## src/rtl/lcd_text_buffer.sv

```systemverilog
// Two-line x 16-column character frame buffer that streams full-screen refreshes to the lcd driver.
// Optional build macro LCD_TEXT_BLANK_ON_RESET_EN: buffer resets to spaces and starts dirty.
module lcd_text_buffer #(
    parameter int unsigned ACK_TIMEOUT = 16,
    parameter logic [7:0]  LINE1_ADDR  = 8'h80,
    parameter logic [7:0]  LINE2_ADDR  = 8'hC0
) (
    input  logic       clock,
    input  logic       reset_n,
    input  logic       wr_en,
    input  logic [4:0] wr_addr,
    input  logic [7:0] wr_data,
    input  logic       force_refresh,
    input  logic       lcd_busy,
    output logic [8:0] d_out,
    output logic       data_ready,
    output logic       refresh_busy
);

    localparam int unsigned CHARS    = 32;
    localparam int unsigned ADDR_W   = 5;
    localparam int unsigned CHAR_W   = 8;
    localparam int unsigned WORD_W   = 9;
    localparam int unsigned SEQ_W    = 6;
    localparam int unsigned LINE_LEN = 16;
    localparam int unsigned L2_SEQ   = 17;
    localparam int unsigned LAST_SEQ = 33;
    localparam int unsigned CNT_W    = $clog2(ACK_TIMEOUT + 1);

    typedef enum logic [1:0] {
        S_IDLE,
        S_ISSUE,
        S_WAIT_ACK,
        S_WAIT_DONE
    } state_t;

    state_t              state;
    state_t              state_nxt;
    logic [SEQ_W-1:0]    seq;
    logic [SEQ_W-1:0]    seq_nxt;
    logic [CNT_W-1:0]    cnt;
    logic [CNT_W-1:0]    cnt_nxt;
    logic                start_c;
    logic                dirty;
    logic [WORD_W-1:0]   word_c;
    logic [CHAR_W-1:0]   char_mem [CHARS];

`ifdef LCD_TEXT_BLANK_ON_RESET_EN
    localparam logic DIRTY_RST = 1'b1;

    // Character storage, blanked to spaces on reset
    always_ff @(posedge clock or negedge reset_n) begin
        if (!reset_n) begin
            for (int unsigned i = 0; i < CHARS; i++) begin
                char_mem[i] <= 8'h20;
            end
        end else if (wr_en) begin
            char_mem[wr_addr] <= wr_data;
        end
    end
`else
    localparam logic DIRTY_RST = 1'b0;

    // Character storage, contents undefined until written
    always_ff @(posedge clock) begin
        if (wr_en) begin
            char_mem[wr_addr] <= wr_data;
        end
    end
`endif

    // A write in the same cycle as a refresh start keeps the buffer dirty
    always_ff @(posedge clock or negedge reset_n) begin
        if (!reset_n) begin
            dirty <= DIRTY_RST;
        end else if (wr_en || force_refresh) begin
            dirty <= 1'b1;
        end else if (start_c) begin
            dirty <= 1'b0;
        end
    end

    // Next-state logic for the refresh sequencer
    always_comb begin
        state_nxt = state;
        seq_nxt   = seq;
        cnt_nxt   = cnt;
        start_c   = 1'b0;
        case (state)
            S_IDLE: begin
                if (dirty && !lcd_busy) begin
                    start_c   = 1'b1;
                    seq_nxt   = '0;
                    state_nxt = S_ISSUE;
                end
            end
            S_ISSUE: begin
                cnt_nxt   = '0;
                state_nxt = S_WAIT_ACK;
            end
            S_WAIT_ACK: begin
                if (lcd_busy) begin
                    state_nxt = S_WAIT_DONE;
                end else if (cnt + CNT_W'(1) == CNT_W'(ACK_TIMEOUT)) begin
                    state_nxt = S_ISSUE;
                end else begin
                    cnt_nxt = cnt + CNT_W'(1);
                end
            end
            S_WAIT_DONE: begin
                if (!lcd_busy) begin
                    if (seq == SEQ_W'(LAST_SEQ)) begin
                        state_nxt = S_IDLE;
                    end else begin
                        seq_nxt   = seq + SEQ_W'(1);
                        state_nxt = S_ISSUE;
                    end
                end
            end
            default: state_nxt = S_IDLE;
        endcase
    end

    // Word for the sequence slot about to be issued
    always_comb begin
        word_c = {1'b0, LINE1_ADDR};
        if (seq_nxt == SEQ_W'(0)) begin
            word_c = {1'b0, LINE1_ADDR};
        end else if (seq_nxt <= SEQ_W'(LINE_LEN)) begin
            word_c = {1'b1, char_mem[ADDR_W'(seq_nxt - SEQ_W'(1))]};
        end else if (seq_nxt == SEQ_W'(L2_SEQ)) begin
            word_c = {1'b0, LINE2_ADDR};
        end else begin
            word_c = {1'b1, char_mem[ADDR_W'(seq_nxt - SEQ_W'(2))]};
        end
    end

    // State and registered outputs; d_out is captured on entry to ISSUE and held until the next one
    always_ff @(posedge clock or negedge reset_n) begin
        if (!reset_n) begin
            state        <= S_IDLE;
            seq          <= '0;
            cnt          <= '0;
            d_out        <= '0;
            data_ready   <= 1'b0;
            refresh_busy <= 1'b0;
        end else begin
            state        <= state_nxt;
            seq          <= seq_nxt;
            cnt          <= cnt_nxt;
            data_ready   <= (state_nxt == S_ISSUE);
            refresh_busy <= (state_nxt != S_IDLE);
            if (state_nxt == S_ISSUE) begin
                d_out <= word_c;
            end
        end
    end

endmodule

```

## config.mk

```make
export PLATFORM = sky130hd
export DESIGN_NAME = lcd_text_buffer
export DESIGN_NICKNAME = d
export VERILOG_FILES = /design/src/rtl/lcd_text_buffer.sv
export SDC_FILE = /design/constraint.sdc
export NUM_CORES = 1
export LEC_CHECK = 0
export BUFFER_PORTS_ARGS = -buffer_cell sky130_fd_sc_hd__buf_2
export CAP_MARGIN = 20
export CORE_ASPECT_RATIO = 1.5
export CORE_MARGIN = 2
export CORE_UTILIZATION = 48
export CTS_BUF_LIST = sky130_fd_sc_hd__clkbuf_4 sky130_fd_sc_hd__clkbuf_8 sky130_fd_sc_hd__clkbuf_16
export CTS_CLUSTER_DIAMETER = 50
export DETAILED_ROUTE_END_ITERATION = 7
export HOLD_SLACK_MARGIN = 0.05
export PLACE_DENSITY = 0.67
export SLEW_MARGIN = 10
export SYNTH_ARGS = -nofsm -noshare
export SYNTH_HDL_FRONTEND = slang
export SYNTH_SLANG_ARGS = --single-unit
```

## constraint.sdc

```tcl
create_clock -name clock -period 5.4 [get_ports clock]
set_clock_uncertainty 0.15 [all_clocks]
set_input_delay 0.27 -clock clock [delete_from_list [all_inputs] [get_ports clock]]
set_output_delay 0.27 -clock clock [all_outputs]
set_load 0.02 [all_outputs]
```

Yosys cells after proc, flatten, opt, wreduce, memory -nomap -nowiden
Memory sizes are Yosys's and may differ from the RTL's. Index checks and enable logic that the tools add are counted.

Register bits: 25. Latch bits: 0. Bits in writable memories: 256. ROM bits: 0. Bits of input ports: 18. Output and inout port bits: 11. Memories: 1.

Memories: char_mem (words 32, width 8, read ports 2, clocked after memory_dff 0, wr ports 1, line 46) `logic [CHAR_W-1:0] char_mem [CHARS];`.

Add/sub/neg operators: 4. Multiply operators: 0. Divide/modulo/power cells: 0. $lt $le $gt $ge: 1. Eq/ne operators: 9. Shift-type cells: 0. Multiplexer cells: 22. Bitwise logic cells: 0. Reduce and logical (&&, ||, !) cells: 9.

Operator list (number): $mux W9 (3); $mux W6 (3); $pmux W6 S2 (1); $mux W5 (2); $pmux W5 S2 (1); $mux W2 (4); $pmux W2 S4 (1); $mux W1 (7); $add A6 B1 Y6 const B (1); $eq A6 B5 Y1 const B (1); $eq A6 B6 Y1 const B (1); $le A6 B5 Y1 const B (1); $logic_not A6 Y1 (1); $reduce_bool A2 Y1 (3); $add A5 B1 Y5 const B (1); $eq A5 B5 Y1 const B (1); $sub A5 B1 Y5 const B (1); $sub A5 B2 Y5 const B (1); $eq A2 B1 Y1 const B (2); $eq A2 B2 Y1 const B (2); $ne A2 B2 Y1 const B (2); $reduce_and A3 Y1 (1); $logic_not A2 Y1 (1); $logic_and A1 B1 Y1 (1); 2 further kinds (2).

Depth between registers and ports, before layout
Gate-level depths: netlist (run 1). An unclocked memory read counts as a cell.

Depth after elaboration: 9. Gate-level depth with buffers: 19. Depth with buffers taken out: 14.

Least setup slack after synthesis (run 1)
No wires, ideal clock.

Kind: register to register. Start: register state[1]. End: register d_out[4]. Setup time: 0.141 ns. Data arrival time: 4.038 ns. Required time: 5.109 ns. Setup slack: 1.071 ns. Stages on the path, launching flop included: 19. Period minus slack after synthesis: 4.329 ns. Path through: dfrtp_1 -> inv_1 -> ha_1 -> buf_6 -> nand2b_1 -> a211oi_1 -> nand2b_1 -> and2_4 -> buf_6 -> buf_2 -> buf_2 -> buf_2 -> ha_1 -> clkbuf_1 -> clkbuf_1 -> clkbuf_1 -> nor3_1 -> a2111oi_0 -> a22oi_1.

Word-level cells in the longest chain between the ends: 7.

RTL lines: start: declaration (line 37) `state_t state;`; start signal: assignment (line 148) `state <= state_nxt;`; $eq A2 B2 Y1 or $logic_not A2 Y1 (tied branches) (line 89) `case (state)`; $pmux W6 S2 (line 89); $sub A5 B2 Y5 (line 134) `word_c = {1'b1, char_mem[ADDR_W'(seq_nxt - SEQ_W'(2))]};`; $mem_v2 Z32 W8; $mux W9 (line 131) `end else if (seq_nxt == SEQ_W'(L2_SEQ)) begin`; $mux W9 (line 129) `end else if (seq_nxt <= SEQ_W'(LINE_LEN)) begin`; $mux W9 (line 127) `if (seq_nxt == SEQ_W'(0)) begin`; end signal: assignment (line 154) `d_out <= word_c;`; end: declaration (line 15) `output logic [8:0] d_out,`.

Parallel ways exist; a longest one is shown, timed or not. A chain may end at the register's enable or synchronous reset.

Worst setup path in the final report (run 1)
Ends and elaborated chain as after synthesis.

==> results by group, run 1 <==
Outcome
  – Status: finished, final reports clean

Power
  – Static Leak: 4.99 nW
  – Maximum VDD drop: 0.000284 V
  – Power per Cell Area: 506 nW/um^2
  – Final Power: 0.00757 W

Clocking
  – Max clock buf depth: 3
  – CTS tree: built
  – CTS root buffer: clkbuf_16
  – PostCTS Resize Cnt: 0
  – Inserted Clock Buffers: 28
  – Clock Sinks: 281
  – Skew-Pair Late Insertion Delay: 560 ps
  – Worst-path clk slew: 70 ps
  – H-tree levels: 1

Detailed routing
  – DRC Markers: 0
  – Post-detailed-route count of antenna-violating nets: 0
  – Initial drt markers: 867
  – WL final: 39.1 mm
  – Via density: 6.31
  – WL per Instance: 27.7 um
  – Vias: 8899
  – Initial DRT Pass Iterations: 8

Placed design
  – Dpl hpwl: 26.4 mm
  – Port bufs: 28
  – GPL Wtd Cong: 0.970

Finish
  – FILL cells: 2318
  – Antenna diodes: 0
  – Share of cells above drive strength 1: 15.2%
  – Nets@finish: 1070
  – Area grow syn2layout: 10.2%

Synth
  – Yosys reg bits: 281
  – Async S/R FF share, synth: 8.90%
  – Syn_nets: 1041
  – Area of the mapped netlist: 13600 sq um
  – Synth Area per Inst: 13.4 sq um
  – Post-Synthesis Cells: 1015
  – Seq/Total Area, Yosys: 61.3%
  – Post-synth EDFFs: 256
  – Library cells used by synthesis: 69
  – Synth warnings: 0
  – Top FF cell, synth: edfxtp_1

Timing
  – Setup violators final: 0
  – RSZ-0062 raised after global routing: false
  – Worst slew pin tran: 1090 ps
  – Setup tns final: 0 ps
  – Fmax: 0.218 GHz
  – Fin. max-slew vios: 0
  – Period utilization: 84.9%
  – Final min period: 4590 ps
  – Max_slew headroom: 27.3%
  – Final-report hold violation count: 0

Worst setup path
  – Crit path capture type: register
  – Critical path's largest stage delay: 450 ps
  – Worst endpoint required time: 5660 ps
  – Crit-path max FO: 31
  – Startpoint types: register
  – Critical path's top delay family: compound AO/OA/AOI/OAI gates
  – CP Depth: 15
  – Register-to-Register Path Depth: 15
  – WS Path Type: register to register
  – Crit-path slowest cell: dfrtp_1
  – Crit path cell chain: inv_1, ha_1, nand2b_1, a211oi_1, nand2b_1, and2_4, clkinv_4, buf_12, buf_4, mux2i_1, nor2_1, o21ai_0, a21oi_1, o41ai_1, a22oi_1
  – CP dominant cell by count: nand2b_1
  – Arrival @ worst endpoint: 4850 ps
  – CP bufs+invs: 4

Min path
  – Hold Crit Class: input port to async pin

Die
  – Die footprint: 29700 sq um
  – Die height: 210 um
  – FP Rows: 75
  – Die X-Extent: 141 um
  – # IOs: 29
  – Effective utilization at floorplan: 48.7%
  – Core area: 27900 sq um

Global routing
  – Largest net degree at the start of global routing: 47
  – Total GRT Usage: 26.7%
  – Gr ovfl total: 0
  – Vias in the first global route: 9022
  – First-pass GRT wire length: 57.8 mm
  – Initial antenna violation count: 0

Run
  – Max-Cap Viols: 0
## power by group
group | internal (W) | total (W) | leakage, nW | switching [W]
clock | 0.00111 | 0.00194 | 0.453 | 0.000827
combinational | 0.00112 | 0.00311 | 1.91 | 0.00199
sequential | 0.00245 | 0.00252 | 2.63 | 0.0000666
total | 0.00468 | 0.00757 | 4.99 | 0.00288
## area by class of cell
type	instances	area (sq um)	share of cell area, %
clock buffers	35	771	5.16
clock inverters	15	138	0.921
inverters	16	65.1	0.435
multi-input cells	662	4840	32.4
flip-flops and latches	281	8310	55.6
well taps	346	433	2.90
repair buffers	55	390	2.61
## flip-flops by register name, summed over array words and instances (netlist names)
name,flops
d_out,9
cnt,5
seq,6
refresh_busy,1
state,2
dirty,1
char_mem,256
data_ready,1
## through the flow
| step | utilization, % | std cells | worst slack, ps | instance area [sq um] | hold slack (ps) |
|---|---|---|---|---|---|
| 2_1_floorplan | - | 1015 | 1070 | 13600 | -176 |
| 3_3_place_gp | 50.2 | 1356 | 943 | 14000 | 187 |
| 3_5_place_dp | 50.2 | 1356 | 881 | 14000 | 185 |
| 4_1_cts | 53.6 | 1410 | 859 | 14900 | 122 |
| 5_1_grt | 53.6 | 1410 | 594 | 14900 | 163 |
| 6_report | 53.6 | 1410 | 814 | 14900 | 132 |
## cell usage after synthesis (4+ instances only)
library cell / count / area share (%)
buf_6: 10 / 0.83
nor3_1: 8 / 0.30
o211ai_1: 4 / 0.22
o22ai_1: 5 / 0.23
mux4_2: 36 / 6.0
o21ai_0: 48 / 1.8
nand2b_1: 7 / 0.32
nand2_1: 136 / 3.8
a21oi_1: 62 / 2.3
inv_1: 13 / 0.36
buf_2: 23 / 0.85
a221oi_1: 5 / 0.32
nand3_1: 18 / 0.66
xnor2_1: 7 / 0.45
clkbuf_1: 14 / 0.39
mux2i_1: 130 / 9.6
nand3b_1: 8 / 0.44
nor2b_1: 4 / 0.18
edfxtp_1: 256 / 57
dfrtp_1: 25 / 4.6
mux2_2: 9 / 0.75
buf_4: 6 / 0.33
a31oi_1: 7 / 0.32
a211oi_1: 9 / 0.50
ha_1: 8 / 0.74
nor2_1: 83 / 2.3
a22oi_1: 8 / 0.44
## what timing repair did
action / 4_1_cts / 5_1_grt
endpoints found under the hold margin: 26 / 0
buffers inserted: 0 / 0
hold buffers: 4 / 0
## path summary, 6_finish.rpt
path                                           start                         to  slack (ps)
worst min-delay path                         reset_n       d_out[8]$_DFFE_PN0P_         130
worst max-delay path              state[1]$_DFF_PN0_       d_out[4]$_DFFE_PN0P_         810
max in group asynchronous                    reset_n       d_out[0]$_DFFE_PN0P_        4510
worst max register to register    state[1]$_DFF_PN0_       d_out[4]$_DFFE_PN0P_         810
worst min register to register  d_out[8]$_DFFE_PN0P_       d_out[8]$_DFFE_PN0P_         380
min in group clock                        wr_data[1]  char_mem[18][1]$_DFFE_PP_         130
## kinds of logic after synthesis
kind of cell	after synthesis	share of synthesized area, %
XOR/XNOR	11	0.821
AND/OR/NAND/NOR	289	9.44
buffers and inverters	72	3.20
multiplexers	175	16.3
adder cells (fa/ha/maj)	8	0.738
flip-flops	281	61.3
AO/OA/AOI/OAI	179	8.22
## layer usage
layer	vias up	routed length, um	global-route usage, %
met2	402	20300	47.7
met5	-	0	0
met4	0	2180	13.6
met1	4468	14500	31.8
li1	3919	-	-
met3	110	2190	2.90
## cell usage in the layout (no fill, tap or decap), types with 4 or more instances in the layout
master and count:
o22ai_1 5, buf_4 20, inv_1 13, mux2_2 9
mux4_2 36, nand2b_1 7, a211oi_1 9, mux2i_1 130
nor3_1 8, clkinv_1 4, buf_2 28, o211ai_1 4
dfrtp_1 25, clkbuf_16 29, edfxtp_1 256, clkbuf_4 6
nand2_1 136, a31oi_1 7, clkinv_2 4, a221oi_1 5
xnor2_1 6, nor2b_1 4, nand3_1 18, a22oi_1 8
a21oi_1 62, nand3b_1 8, o21ai_0 48, nor2_1 83
ha_1 8, dlygate4sd3_1 4
(Power assumes the default switching activity.)
==> run 2, diff against run 1 <==
Clock period 5.4 ns to 4.6 ns, I/O delays scaled along.
==> run 2 against run 1 <==
Register-to-register slack got worse by 590 ps. Utilization did not move. Combinational power up 18%. First-iteration DRC count down 2.2%. Clock power is 9% higher. Non-clock buffer count is 5 higher. Global-route usage decreased by 0.59 points. Sequential power grew 17%. Cell count up 0.28%. Total power grew 15%. Maximum frequency grew 4.7%. Critical path depth unchanged. Critical endpoint is now d_out[5]$_DFFE_PN0P_.
==> results by group, run 2 (synthesis results as in run 1) <==
Timing
  – Fmax: 0.228 GHz (+4.7%)
  – Max_slew headroom: 24.5% (-2.8 points)
  – Worst slew pin tran: 1130 ps (+42.4 ps)
  – Final-report hold violation count: 0 (unchanged)
  – Final min period: 4380 ps (-206 ps)
  – Period utilization: 95.2% (+10 points)
  – Setup tns final: 0 ps (unchanged)
  – RSZ-0062 raised after global routing: false
  – Setup violators final: 0 (unchanged)
  – Fin. max-slew vios: 0 (unchanged)

Finish
  – Top reg by flops: char_mem
  – Number of flip-flops in the largest register: 256 (unchanged)
  – Antenna diodes: 0 (unchanged)
  – Nets@finish: 1074 (+0.37%)
  – Leading cell types in the layout, fill and taps excluded: 256 x edfxtp_1, 136 x nand2_1, 130 x mux2i_1
  – Area grow syn2layout: 10.2% (unchanged)
  – Commonest non-fill, non-tap cell in the layout: edfxtp_1
  – Share of cells above drive strength 1: 15.0% (-0.24 points)
  – Fin cells: 1414 (+0.28%)
  – Largest registers: char_mem x256, d_out x9, seq x6

Placed design
  – Port bufs: 28 (unchanged)
  – Inst Count DP: 1361 (+0.37%)
  – Dpl hpwl: 26.1 mm (-1.3%)
  – GPL Wtd Cong: 0.951 (-2.0%)

Worst setup path
  – R2r endpoint: d_out[5]$_DFFE_PN0P_
  – Crit-path max FO: 21 (-32%)
  – WS Path Type: register to register
  – Arrival @ worst endpoint: 4640 ps (-210 ps)
  – Startpoint types: register
  – Crit path launch: state[1]$_DFF_PN0_
  – CP endpoint: d_out[5]$_DFFE_PN0P_
  – Worst endpoint required time: 4860 ps (-800 ps)
  – Register-to-Register Path Depth: 15 (unchanged)
  – Worst r2r src: state[1]$_DFF_PN0_
  – Crit path cell chain: inv_1, ha_1, nand2b_1, a211oi_1, nand2b_1, and2_4, clkinv_4, buf_12, buf_12, mux2i_1, nor2_1, o21ai_0, a21oi_1, a2111oi_0, a31oi_1
  – Reg2Reg Setup Slack: 220 ps (-590 ps)
  – Crit path capture type: register
  – Crit-path slowest cell: a2111oi_0
  – Critical path's largest stage delay: 550 ps (+100 ps)

Detailed routing
  – Post-detailed-route count of antenna-violating nets: 0 (unchanged)
  – Vias: 8780 (-1.3%)
  – WL final: 38.1 mm (-2.6%)
  – Initial drt markers: 848 (-2.2%)
  – DRC Markers: 0 (unchanged)
  – Initial DRT Pass Iterations: 6 (-2)
  – Via density: 6.21 (-1.6%)
  – WL per Instance: 27.0 um (-2.9%)

Power
  – Switch share: 38.3% (+0.17 points)
  – Internal: 0.00539 W (+15%)
  – Clock power share: 24.3% (-1.3 points)
  – Psw: 0.00334 W (+16%)
  – Logic pwr share: 41.9% (+0.8 points)
  – Static Leak: 4.99 nW (about the same)
  – Sequential share of power: 33.8% (+0.5 points)
  – Maximum VDD drop: 0.000330 V (+16%)
  – Power per Cell Area: 584 nW/um^2 (+15%)

Die
  – Die height: 210 um (unchanged)
  – # IOs: 29 (unchanged)
  – Die X-Extent: 141 um (unchanged)
  – Die footprint: 29700 sq um (unchanged)
  – Core area: 27900 sq um (unchanged)
  – Effective utilization at floorplan: 48.7% (unchanged)
  – FP Rows: 75 (unchanged)

Clocking
  – Setup repair bufs after CTS: 0 (unchanged)
  – H-tree levels: 1 (unchanged)
  – Clock Sinks: 281 (unchanged)
  – CTS root buffer: clkbuf_16
  – CTS tree: built
  – Inserted Clock Buffers: 27 (-3.6%)
  – Worst-path clk slew: 70 ps (about the same)
  – Max clock buf depth: 3 (unchanged)
  – Skew-Pair Late Insertion Delay: 560 ps (about the same)

Global routing
  – Vias in the first global route: 8834 (-2.1%)
  – Gr ovfl total: 0 (unchanged)
  – Total GRT Usage: 26.1% (-0.59 points)
  – First-pass GRT wire length: 56.6 mm (-2.2%)
  – Largest net degree at the start of global routing: 65 (+38%)
  – Initial antenna violation count: 0 (unchanged)

Outcome
  – Status: finished, final reports clean

Run
  – Max-Cap Viols: 0 (unchanged)

Min path
  – Hold Crit Class: input port to async pin
## run 2: cell count changes in the layout (fill, tap and decap cells not counted)
cell	previous run	this run
clkbuf_4	6	5
inv_8	0	1
buf_4	20	22
clkinv_2	4	1
buf_12	3	6
xnor2_1	6	5
inv_6	3	1
xnor2_2	3	4
clkinv_1	4	11
clkbuf_16	29	27
bufinv_16	2	1
## run 2: how the worst min path moves through the flow
stage                     startpoint              endpoint  slack [ps]  cells past startpoint
after floorplan              reset_n    cnt[0]$_DFFE_PN0P_        -220                      0
after global placement       reset_n    cnt[2]$_DFFE_PN0P_         130                      1
after detailed placement     reset_n    state[0]$_DFF_PN0_         130                      1
after CTS                   lcd_busy    state[1]$_DFF_PN0_          70                      3
after global routing         reset_n  d_out[0]$_DFFE_PN0P_         110                      2
final                        reset_n  data_ready$_DFF_PN0_          80                      2
## run 2: final cells by class
type / instances / area, sq um
fillers: 2297 / 12900
flip-flops and latches: 281 / 8310
multi-input cells: 662 / 4840
clock buffers: 32 / 713
repair buffers: 60 / 465
well taps: 346 / 433
clock inverters: 17 / 113
inverters: 16 / 65.1
## run 2: metrics by stage
step	power [W]	instance area, sq um	hold WS [ps]	util, %	setup WS, ps
finish	0.00873	14900	75.7	53.6	219
global route	0.00907	14900	113	53.6	11.5
CTS	0.00872	14900	66.8	53.6	246
detailed placement	0.00662	14100	131	50.5	278
global placement	0.00660	14100	126	50.5	398
floorplan	0.00545	13600	-216	-	271
## run 2: timing repair
action | in CTS | in global routing
setup endpoints to repair | 0 | 1
endpoints found under the hold margin | 26 | 0
gates resized for setup | 0 | 1
hold buffers | 4 | 0
## run 2: routing by layer
| layer | track usage [%] | share of wire (%) | vias up |
|---|---|---|---|
| met4 | 14.0 | 5.8 | 0 |
| li1 | - | - | 3919 |
| met1 | 31.4 | 37 | 4425 |
| met5 | 0 | 0 | - |
| met3 | 3.01 | 5.6 | 92 |
| met2 | 45.9 | 52 | 344 |
## run 2: critical path: cells and delay by family, from the launching register on
family                   cells  cell delay, ps
AO/OA/AOI/OAI                5            1610
adder cells (fa/ha/maj)      1             390
buffers and inverters        4             710
flip-flops                   1             440
multiplexers                 1             290
AND/OR/NAND/NOR              4             640
## run 2: power groups by stage
stage | registers, W | logic [W] | clock network (W)
after floorplan | 0.00301 | 0.00243 | 0
after global placement | 0.00300 | 0.00360 | 0
after detailed placement | 0.00300 | 0.00361 | 0
after CTS | 0.00295 | 0.00363 | 0.00214
after global routing | 0.00296 | 0.00389 | 0.00222
final | 0.00295 | 0.00366 | 0.00212
